--- config.mk ---
export PLATFORM = sky130hd
export DESIGN_NAME = move_entry
export DESIGN_NICKNAME = d
export VERILOG_FILES = /design/src/rtl/game_pkg.sv /design/src/rtl/sync_chain.sv /design/src/rtl/move_entry.sv
export SDC_FILE = /design/constraint.sdc
export NUM_CORES = 1
export LEC_CHECK = 0
export BUFFER_PORTS_ARGS = -buffer_cell sky130_fd_sc_hd__buf_4
export CELL_PAD_IN_SITES_DETAIL_PLACEMENT = 1
export CELL_PAD_IN_SITES_GLOBAL_PLACEMENT = 1
export CORE_MARGIN = 2
export CORE_UTILIZATION = 47
export DETAILED_ROUTE_END_ITERATION = 10
export PLACE_DENSITY = 0.82
export SLEW_MARGIN = 5
export SYNTH_ARGS = -nofsm -noshare
export SYNTH_HDL_FRONTEND = slang
export SYNTH_SLANG_ARGS = --single-unit
--- constraint.sdc ---
create_clock -name clock -period 4 [get_ports clock]
set_input_delay 0 -clock clock [delete_from_list [all_inputs] [get_ports clock]]
set_output_delay 0 -clock clock [all_outputs]
set_load 0.03 [all_outputs]
--- src/rtl/game_pkg.sv ---
`default_nettype none
// ============================================================================
// Module   : game_pkg
// Brief    : Shared move type, entry-stage state encoding and square check
//            for the tic-tac-toe move entry path.
// Revision : 1.0 - initial release
// ============================================================================
package game_pkg;

    // Value presented on a move bus when no move is being offered.
    localparam logic [3:0] IDLE_MOVE_C = 4'hF;

    typedef logic [3:0] move_t;

    typedef enum logic [1:0] {
        IDLE     = 2'd0,
        ISSUE    = 2'd1,
        WAIT_REL = 2'd2
    } entry_state_t;

    // True when the value names a board square (1..9).
    function automatic logic legal_sq(input move_t m);
        return (m >= 4'd1) && (m <= 4'd9);
    endfunction

endpackage
`default_nettype wire

--- src/rtl/sync_chain.sv ---
`default_nettype none
// ============================================================================
// Module   : sync_chain
// Brief    : STAGES-deep flop chain bringing an asynchronous bus into the
//            clock domain; all stages clear to zero on reset.
// Revision : 1.0 - initial release
// ============================================================================
module sync_chain #(
    parameter int WIDTH  = 1,
    parameter int STAGES = 2
) (
    input  logic             clock,
    input  logic             reset,
    input  logic [WIDTH-1:0] i_din,
    output logic [WIDTH-1:0] o_dout
);

    logic [STAGES-1:0][WIDTH-1:0] r_stage;

    // Shift the raw input one stage deeper every clock.
    always_ff @(posedge clock or negedge reset) begin
        if (!reset) begin
            r_stage <= '0;
        end else begin
            r_stage <= {r_stage[STAGES-2:0], i_din};
        end
    end

    assign o_dout = r_stage[STAGES-1];

endmodule
`default_nettype wire

--- src/rtl/move_entry.sv ---
`default_nettype none
// ============================================================================
// Module   : move_entry
// Brief    : Turns the raw switch value and Enter button into a single-cycle
//            registered human move, rejecting illegal presses and tracking
//            board occupancy from both players.
// Revision : 1.0 - initial release
// ============================================================================
module move_entry
    import game_pkg::*;
#(
    parameter int          SYNC_STAGES = 2,
    parameter logic [3:0]  IDLE_MOVE   = IDLE_MOVE_C
) (
    input  logic       clock,
    input  logic       reset,
    input  logic [3:0] sw,
    input  logic       enter,
    input  logic       new_game,
    input  logic [3:0] cMove,
    input  logic       win,
    output logic [3:0] hMove,
    output logic       move_pulse,
    output logic       err,
    output logic [8:0] occupied,
    output logic       busy
);

    localparam logic [2:0] c_settle_max = 3'(SYNC_STAGES);

    move_t        w_sw_s;
    logic         w_enter_s;
    logic         r_enter_d;
    logic [2:0]   r_settle;
    entry_state_t r_state;
    logic         r_game_over;
    move_t        r_last_cmove;

    logic         w_press;
    logic         w_cm_new;
    logic [8:0]   w_cm_mask;
    logic [8:0]   w_hm_mask;
    logic         w_legal;
    logic         w_take;

    sync_chain #(.WIDTH(4), .STAGES(SYNC_STAGES)) u_sync_sw (
        .clock  (clock),
        .reset  (reset),
        .i_din  (sw),
        .o_dout (w_sw_s)
    );

    sync_chain #(.WIDTH(1), .STAGES(SYNC_STAGES)) u_sync_enter (
        .clock  (clock),
        .reset  (reset),
        .i_din  (enter),
        .o_dout (w_enter_s)
    );

    // The first synchronised Enter sample after reset is taken as the button's
    // previous level, so a button held through reset never reads as a press.
    always_ff @(posedge clock or negedge reset) begin
        if (!reset) begin
            r_settle  <= 3'd0;
            r_enter_d <= 1'b1;
        end else if (r_settle != c_settle_max) begin
            r_settle  <= r_settle + 3'd1;
            r_enter_d <= 1'b1;
        end else begin
            r_enter_d <= w_enter_s;
        end
    end

    assign w_press   = w_enter_s & ~r_enter_d;
    assign w_cm_new  = legal_sq(cMove) && (cMove != r_last_cmove);
    assign w_cm_mask = w_cm_new ? (9'd1 << (cMove - 4'd1)) : 9'd0;
    assign w_hm_mask = legal_sq(w_sw_s) ? (9'd1 << (w_sw_s - 4'd1)) : 9'd0;

    // A computer capture of the same square in this cycle wins the square.
    assign w_legal   = legal_sq(w_sw_s)
                    && ((occupied & w_hm_mask) == 9'd0)
                    && !r_game_over
                    && !(w_cm_new && (cMove == w_sw_s));
    assign w_take    = (r_state == IDLE) && w_press && w_legal;

    // Entry FSM with registered outputs, occupancy and game-over tracking.
    always_ff @(posedge clock or negedge reset) begin
        if (!reset) begin
            r_state      <= IDLE;
            r_game_over  <= 1'b0;
            r_last_cmove <= 4'd0;
            hMove        <= IDLE_MOVE;
            move_pulse   <= 1'b0;
            err          <= 1'b0;
            occupied     <= 9'd0;
            busy         <= 1'b0;
        end else if (new_game) begin
            r_game_over  <= 1'b0;
            r_last_cmove <= 4'd0;
            occupied     <= 9'd0;
            hMove        <= IDLE_MOVE;
            move_pulse   <= 1'b0;
            err          <= 1'b0;
            r_state      <= w_enter_s ? WAIT_REL : IDLE;
            busy         <= w_enter_s;
        end else begin
            hMove      <= IDLE_MOVE;
            move_pulse <= 1'b0;
            err        <= 1'b0;
            occupied   <= occupied | w_cm_mask | (w_take ? w_hm_mask : 9'd0);
            if (w_cm_new) begin
                r_last_cmove <= cMove;
            end
            if (win) begin
                r_game_over <= 1'b1;
            end
            case (r_state)
                IDLE: begin
                    if (w_press) begin
                        busy <= 1'b1;
                        if (w_legal) begin
                            hMove      <= w_sw_s;
                            move_pulse <= 1'b1;
                            r_state    <= ISSUE;
                        end else begin
                            err     <= 1'b1;
                            r_state <= WAIT_REL;
                        end
                    end else begin
                        busy <= 1'b0;
                    end
                end
                ISSUE: begin
                    r_state <= WAIT_REL;
                    busy    <= 1'b1;
                end
                WAIT_REL: begin
                    if (!w_enter_s) begin
                        r_state <= IDLE;
                        busy    <= 1'b0;
                    end else begin
                        busy <= 1'b1;
                    end
                end
                default: begin
                    r_state <= IDLE;
                    busy    <= 1'b0;
                end
            endcase
        end
    end

endmodule
`default_nettype wire

# Yosys cells after proc, flatten, opt, wreduce, memory -nomap -nowiden
# Index checks and enable logic that the tools add are counted.
totals:
  ff_bits: 37
  word_cells: 82
  input_bits: 13
  out_inout_bits: 16
classes:
  mux: 31
  bitwise_logic: 5
  n_reduce_logical: 16
  order_cmp: 4
  eq_ne: 7
  n_shift: 2
  n_addsub: 3
op_table:
  columns: ["cell", "n"]
  rows:
  - ["$mux 9", 4]
  - ["$mux 4", 6]
  - ["$or 9x9->9", 2]
  - ["$shl 1x4->9 const A", 2]
  - ["$mux 1", 14]
  - ["$mux 2", 5]
  - ["$and 9x9->9", 1]
  - ["$logic_and 1x1->1", 9]
  - ["$logic_not 9->1", 1]
  - ["$ge 4x1->1 const B", 2]
  - ["$le 4x4->1 const B", 2]
  - ["$sub 4x1->4 const B", 2]
  - ["$ne 3x3->1 const B", 2]
  - ["$pmux 2 s3", 1]
  - ["$eq 4x4->1", 1]
  - ["$ne 4x4->1", 1]
  - ["$reduce_bool 2->1", 2]
  - ["$add 3x1->3 const B", 1]
  - ["$ne 3x2->1 const B", 1]
  - ["$pmux 1 s3", 1]
  - ["$eq 2x1->1 const B", 1]
  - ["$eq 2x2->1 const B", 1]
  - ["$logic_not 1->1", 2]
  - ["$logic_not 2->1", 1]
  - ["other kinds (3)", 3]

# Logic depth before layout (Yosys ltp)
# Gate-level depths: netlist of run 1.
depth:
  ltp_word: 12
  mapped_depth: 8
  mapped_depth_nobuf: 7

# Cells and area by module
# From an unflattened synthesis of run 1, not the netlist that was laid out.
hier_totals:
  cells_unflattened: 164
  hier_area_um2: 1824.2
modules_own_cells:
  columns: ["module", "area_each_um2", "seq_area_each_um2", "n_inst", "cells_each"]
  rows:
  - ["move_entry", 1544.0, 681.9, 1, 150]
  - ["sync_chain (u_sync_sw)", 230.2, 200.2, 1, 12]
  - ["sync_chain (u_sync_enter)", 50.0, 50.0, 1, 2]

# Worst setup path after synthesis of run 1
# Ideal clock, no wire load.
synth_timing:
  path_type: "flip-flop to flip-flop"
  startpoint: "register u_sync_sw.r_stage (netlist bit u_sync_sw.o_dout[0])"
  endpoint: "register occupied[7]"
  path_stages_with_launch: 9
  setup_time_ns: 0.067
  required_time_ns: 3.933
  setup_slack_ns: 1.721
  path_buffers: 1
  period_less_slack_ns: 2.279
  arrival_time_ns: 2.211
  cell_sequence: "dfrtp_1 > clkbuf_1 > nor2_1 > ha_1 > inv_1 > a31o_2 > a22oi_1 > o2111a_4 > a41o_1"
synth_via:
  elab_chain_cells: 12
  word_cells_on_any_way: 18
  cone_classes: "add/sub: 1; order compare: 2; eq/ne: 1; shift: 1; mux: 3; bitwise: 2; reduce/logical: 8"
synth_rtl:
  columns: ["item", "line_no", "source"]
  rows:
  - ["from (decl)", "sync_chain.sv:18", "logic [STAGES-1:0][WIDTH-1:0] r_stage;"]
  - ["from (signal assigned)", "sync_chain.sv:25", "r_stage <= {r_stage[STAGES-2:0], i_din};"]
  - ["$sub 4x1->4, or another cell as far along", "move_entry.sv:77", "assign w_hm_mask = legal_sq(w_sw_s) ? (9'd1 << (w_sw_s - 4'd1)) : 9'd0;"]
  - ["$shl 1x4->9 or $logic_and 1x1->1 (tied branches)", "move_entry.sv:77, game_pkg.sv:23", null]
  - ["$mux 9", "move_entry.sv:77", null]
  - ["$and 9x9->9", "move_entry.sv:81", "&& ((occupied & w_hm_mask) == 9'd0)"]
  - ["$logic_not 9->1", "move_entry.sv:81", null]
  - ["$logic_and 1x1->1", "move_entry.sv:81", null]
  - ["$logic_and 1x1->1", "move_entry.sv:82", "&& !r_game_over"]
  - ["$logic_and 1x1->1", "move_entry.sv:83", "&& !(w_cm_new && (cMove == w_sw_s));"]
  - ["$logic_and 1x1->1", "move_entry.sv:84", "assign w_take = (r_state == IDLE) && w_press && w_legal;"]
  - ["$mux 9 *", "move_entry.sv:110", "occupied <= occupied | w_cm_mask | (w_take ? w_hm_mask : 9'd0);"]
  - ["$or 9x9->9 *", "move_entry.sv:110", null]
  - ["$mux 9 *", "move_entry.sv:97", "end else if (new_game) begin"]
  - ["to (signal assigned)", "move_entry.sv:110", null]
  - ["to (decl)", "move_entry.sv:25", "output logic [8:0] occupied,"]
# Mark *: on every way between the ends. The rest lies on a longest branch, timed or not.
# A chain may end at the register's enable or synchronous reset.

# Worst setup path after layout of run 1
layout_timing:
  startpoint: "register u_sync_sw.r_stage (netlist bit u_sync_sw.o_dout[0])"
  endpoint: "register occupied[4]"
# Same word-level chain as after synthesis.

==> run metrics, run 1 <==
outcome=finished clean; final hold slack=0.0202 ns; routed via count=1,465; Routed Antenna Nets=0; vias in the first global route=1,550; GRT Overall Usage=23.4%; CP Max Fanout=12; PwrDens=377 nW/µm²; DR DRC count=0; Layout Skew=0.00381 ns; layout net count=227; sum of negative setup slack=0 ns; final period demand of the worst path=2.57 ns; width of the die=67 µm; Synth area leaders=dfrtp_1 43%, dfstp_2 7.0%, ha_1 4.0%; Mapped Cells=176; Pleak=1.04 nW; initial antenna violation count=0; achievable frequency=0.389 GHz; Placer Congestion=0.881; first-pass GRT wire length=7.57 mm; clk root buf=clkbuf_8; drt initial violations=92; area of the multi-input gates=857 µm²; commonest cells after routing, fill and taps aside=32 x dfrtp_1, 29 x buf_4, 19 x nor2_1; # rows=22; first-pass iteration count of the detailed router=4; register area share after synthesis=50.0%; startpoint types=register; Max H-tree Level=2; RSZ-0062 raised after global routing=no; Synthesis Warnings=0; Slew @ Worst Pin=0.808 ns; Setup Crit Path Kind=register to register; global route overflow=0; Worst Hold Endpoint=r_last_cmove[1]$_DFFE_PN0P_; # setup viols final=0; starting density of the core=49.8%; Placement Cell Area=2090 µm²; TritonCTS Buffers=5; arrival time worst endpoint=2.77 ns; CTS tree=yes; core outline area=3740 µm²; Clk pin slew, worst setup/hold paths=0.08 ns; hold path start=new_game; Synth top area share=42.9%; Fin. Hold Viols=0; die area=4490 µm²; Reg2Reg Setup Slack=1.43 ns; post-synth net total=195; Slew HR=45.4%; antenna fix cells=0; Final Instance Area=2270 µm²; layout cell share with drive strength beyond 1=24.9%; area grow syn2layout=21.9%; synthesized area=1870 µm²; Post-synth top flop=dfrtp_1; DR vias/cell=5.70; Routed WL per cell=17.4 µm; RR Endpoint=occupied[4]$_DFF_PN0_; fraction of registers with async set/reset=100%; worst hold stages=2; worst r2r src=u_sync_sw.o_dout[0]$_DFF_PN0_; Pins Over Slew Limit=0; I/O Pins=29; mean post-synth cell area=10.6 µm²; worst skew pair latency=0.29 ns; commonest non-fill, non-tap cell in the layout=dfrtp_1; CP Capture Type=register; Crit path required time=4.21 ns; CTS resizes=0; Storage cell area=932 µm²; Post-synth EDFFs=0; fillers=411; DP HPWL=3.14 mm; max cap viols=0; Port Buf Inserts=28; total wire length=4.48 mm; Seq cells post-synth=37; hold crit path type=primary input to register; Distinct cells, synth=46; Die Y-Extent=67 µm; clk buf depth=2; Yosys top cell by area=dfrtp_1; TritonCTS sink count=37; period utilization=64.2%; maximum vdd drop=0.258 mV; largest net degree at the start of global routing=38; FF-to-FF path depth=7
where the power goes:
part           internal, mW  total, mW  switching (mW)
logic                0.0513      0.123          0.0721
registers             0.390      0.408          0.0178
clock network         0.186      0.326           0.140
sequential cells by signal, indices dropped and copies added, names as in the netlist, 2 cells and up:
register	flops
u_sync_sw.r_stage	4
u_sync_sw.o_dout	4
r_settle	3
r_last_cmove	4
hMove	4
r_state	2
occupied	9
critical path: stages (launching register included):
cell and delay (ns):
dfrtp_1 0.62, nor2_1 0.16, ha_1 0.43, mux2_2 0.36, a21boi_0 0.22, o21a_1 0.24, o2111ai_4 0.20, o21ai_0 0.25
per-stage QoR:
stage / util, % / setup WS, ns / power (mW) / instances
after floorplan: - / 1.72 / 0.489 / 176
after global placement: 55.8 / 1.73 / 0.527 / 242
after detailed placement: 55.8 / 1.46 / 0.533 / 242
after CTS: 60.8 / 1.43 / 0.867 / 257
after global routing: 60.8 / 1.24 / 0.892 / 257
final: 60.8 / 1.43 / 0.858 / 257
layer usage:
layer  vias up  GRT usage, %  wire, µm
met5         -             0         0
met2        27          40.3      2380
li1        681             -         -
met4         0          8.42        85
met1       749          28.4      1850
met3         8          5.24       160
synthesized netlist by cell type (all sizes together), types with 3 or more instances:
master	n
a21oi	8
a221oi	3
a31oi	3
and2	3
and4b	3
buf	6
clkbuf	5
dfrtp	32
dfstp	5
ha	6
inv	6
nand2	8
nand3	7
nand3b	3
nor2	19
nor2b	4
nor3	3
nor3b	3
o21ai	6
o21bai	4
o22ai	4
xnor2	3
xor2	8
worst max path at each step:
stage | from | endpoint | slack [ns]
after floorplan | u_sync_sw.o_dout[0]$_DFF_PN0_ | occupied[7]$_DFF_PN0_ | 1.72
after global placement | u_sync_sw.o_dout[0]$_DFF_PN0_ | err$_DFF_PN0_ | 1.73
after detailed placement | u_sync_sw.o_dout[0]$_DFF_PN0_ | occupied[4]$_DFF_PN0_ | 1.46
after CTS | u_sync_sw.o_dout[0]$_DFF_PN0_ | occupied[2]$_DFF_PN0_ | 1.43
after global routing | u_sync_sw.o_dout[0]$_DFF_PN0_ | occupied[5]$_DFF_PN0_ | 1.24
final | u_sync_sw.o_dout[0]$_DFF_PN0_ | occupied[4]$_DFF_PN0_ | 1.43
kinds of logic after synthesis:
logic type / after synthesis / synth area share (%)
flops: 37 / 50.0
mux: 4 / 2.28
fa+ha+maj: 6 / 4.02
buf+inv: 17 / 4.09
compound gates: 40 / 16.0
simple gates: 61 / 18.5
xor+xnor: 11 / 5.16
final cells by class:
| type | instances | share of cell area (%) |
|---|---|---|
| sequential | 37 | 41.0 |
| multi-input combinational | 122 | 37.7 |
| timing repair buffer | 36 | 12.7 |
| clock buffer | 5 | 3.03 |
| tap | 48 | 2.64 |
| clock inverter | 3 | 2.04 |
| inverter | 6 | 0.990 |
timing repair:
item	in CTS	in global routing
setup buffers	0	0
hold buffers	7	0
hold endpoints to repair	38	0
Power figures use the tool's default switching activity.
==> inputs of run 2 (changes only) <==
--- a/config.mk
+++ b/config.mk
@@ -9,9 +9,9 @@
 export CELL_PAD_IN_SITES_DETAIL_PLACEMENT = 1
 export CELL_PAD_IN_SITES_GLOBAL_PLACEMENT = 1
 export CORE_MARGIN = 2
-export CORE_UTILIZATION = 47
+export CORE_UTILIZATION = 43
 export DETAILED_ROUTE_END_ITERATION = 10
-export PLACE_DENSITY = 0.82
+export PLACE_DENSITY = 0.75
 export SLEW_MARGIN = 5
 export SYNTH_ARGS = -nofsm -noshare
 export SYNTH_HDL_FRONTEND = slang
==> constraint.sdc (replaced) <==
create_clock -name clock -period 2.4 [get_ports clock]
set_input_delay 0 -clock clock [delete_from_list [all_inputs] [get_ports clock]]
set_output_delay 0 -clock clock [all_outputs]
set_load 0.03 [all_outputs]
==> run metrics, run 2 (synthesis gave the netlist of run 1 again) <==
initial antenna violation count=0 (unchanged); max cap viols=0 (unchanged); CP Max Fanout=9 (-3); TritonCTS sink count=37 (unchanged); number of flip-flops under the largest register name=9 (unchanged); clk root buf=clkbuf_8; die area=4880 µm² (+8.7%); largest net degree at the start of global routing=38 (unchanged); CTS tree=yes; RSZ-0062 raised after global routing=no; hold crit path type=primary input to register; layout net count=230 (+1.3%); Pleak=1.05 nW (+1.6%); commonest cells after routing, fill and taps aside=32 x dfrtp_1, 32 x buf_4, 19 x nor2_1; starting density of the core=45.7% (-4.2 points); Slew HR=52.4% (+7.0 points); # setup viols final=0 (unchanged); arrival time worst endpoint=2.45 ns (-0.32 ns); RR Endpoint=occupied[1]$_DFF_PN0_; DR DRC count=0 (unchanged); routed via count=1,463 (-0.14%); Max H-tree Level=2 (unchanged); clk buf depth=2 (unchanged); period utilization=93.6% (+29 points); sum of negative setup slack=0 ns (unchanged); Pins Over Slew Limit=0 (unchanged); achievable frequency=0.445 GHz (+14%); worst skew pair latency=0.29 ns (about the same); Placer Congestion=0.852 (-3.3%); startpoint types=register; Fin. Hold Viols=0 (unchanged); I/O Pins=29 (unchanged); core outline area=4090 µm² (+9.2%); DP HPWL=3.40 mm (+8.3%); area grow syn2layout=23.8%; Biggest register=occupied; # placed instances=247 (+2.1%); antenna fix cells=0 (unchanged); final period demand of the worst path=2.25 ns (-0.322 ns); worst r2r src=u_sync_sw.o_dout[2]$_DFF_PN0_; Worst Setup EP=occupied[1]$_DFF_PN0_; Clk pin slew, worst setup/hold paths=0.08 ns (about the same); width of the die=69.9 µm (+4.3%); TritonCTS Buffers=5 (unchanged); post-CTS setup buffer count=0 (unchanged); global route overflow=0 (unchanged); drt initial violations=81 (-12%); Crit path required time=2.60 ns (-1.61 ns); Routed WL per cell=17.7 µm (+1.9%); outcome=finished clean; Finished Layout Cells=262 (+1.9%); CP Capture Type=register; PwrDens=629 nW/µm² (+67%); fillers=458 (+11%); Reg2Reg Setup Slack=0.15 ns (-1.28 ns); Routed Antenna Nets=0 (unchanged); total wire length=4.65 mm (+3.9%); layout cell share with drive strength beyond 1=26.4% (+1.5 points); FF-to-FF path depth=7 (unchanged); first-pass iteration count of the detailed router=4 (unchanged); GRT Overall Usage=20.3% (-3.1 points); vias in the first global route=1,605 (+3.5%); Die Y-Extent=69.9 µm (+4.3%); crit path launch=u_sync_sw.o_dout[2]$_DFF_PN0_; Setup Crit Path Kind=register to register; Port Buf Inserts=28 (unchanged); first-pass GRT wire length=7.73 mm (+2.1%); DR vias/cell=5.58 (-2.0%); maximum vdd drop=0.384 mV (+49%); # rows=23 (+4.5%); Slew @ Worst Pin=0.707 ns (-0.101 ns); Layout Skew=0.00680 ns (+0.00299 ns)
-- run 2: cell types whose count changed in the layout (fill, tap and decap cells not counted) --
cell / previous run / this run
buf_4: 29 / 32
o21ai_0: 6 / 4
o21ai_1: 0 / 2
a22oi_1: 2 / 1
a22oi_2: 0 / 1
clkbuf_8: 5 / 6
clkinv_4: 1 / 0
-- run 2: area by class of cell --
type	count	area (µm²)	share of cell area [%]
Tap cell	50	62.6	2.71
Clock buffer	6	82.6	3.58
Sequential cell	37	932	40.4
Timing Repair Buffer	39	310	13.4
Inverter	6	22.5	0.975
Clock inverter	2	37.5	1.63
Multi-Input combinational cell	122	862	37.3
-- run 2: per-stage QoR --
stage	hold WS, ns	total power, mW	cell area [µm²]	setup slack [ns]	utilization (%)
after floorplan	-0.296	0.815	1870	0.121	-
after global routing	0.0387	1.53	2310	0.0604	56.5
after detailed placement	-0.0137	0.896	2110	0.136	51.7
final	0.0297	1.45	2310	0.154	56.5
after CTS	0.0176	1.47	2300	0.0989	56.4
after global placement	-0.0231	0.883	2110	0.277	51.7
-- run 2: worst max-delay path, cell delays in order (launching register included) --
cell and delay (ns):
dfrtp_1 0.46, inv_1 0.11, ha_1 0.39, and4b_1 0.23
a221oi_1 0.28, o21a_1 0.24, o2111ai_4 0.20, o21ai_0 0.24
-- run 2: per-layer routing --
metal / global-route usage, % / part of all wire [%] / vias up
met5: 0 / 0 / -
met4: 8.12 / 1.4 / 0
met3: 5.05 / 4.4 / 7
met2: 34.3 / 50 / 38
met1: 24.9 / 44 / 724
li1: - / - / 694
-- run 2: worst min-delay path by stage --
stage              from                     endpoint  depth (start not counted)
2_1_floorplan     reset               busy$_DFF_PN0_                          0
3_3_place_gp      reset        occupied[8]$_DFF_PN0_                          1
3_5_place_dp      reset        occupied[8]$_DFF_PN0_                          1
4_1_cts        new_game  r_last_cmove[3]$_DFFE_PN0P_                          2
5_1_grt        new_game  r_last_cmove[3]$_DFFE_PN0P_                          2
6_report       new_game  r_last_cmove[3]$_DFFE_PN0P_                          2
-- run 2: what timing repair did --
item / in CTS / in global routing
hold buffers: 7 / 0
resized for setup: 0 / 3
endpoints found under the setup margin: 0 / 2
endpoints found under the hold margin: 38 / 0
-- run 2: power breakdown --
group | total [mW] | leakage, nW | switching (mW) | internal, mW
Sequential | 0.676 | 0.461 | 0.0251 | 0.651
Combinational | 0.217 | 0.536 | 0.127 | 0.0898
Clock | 0.561 | 0.0574 | 0.223 | 0.338
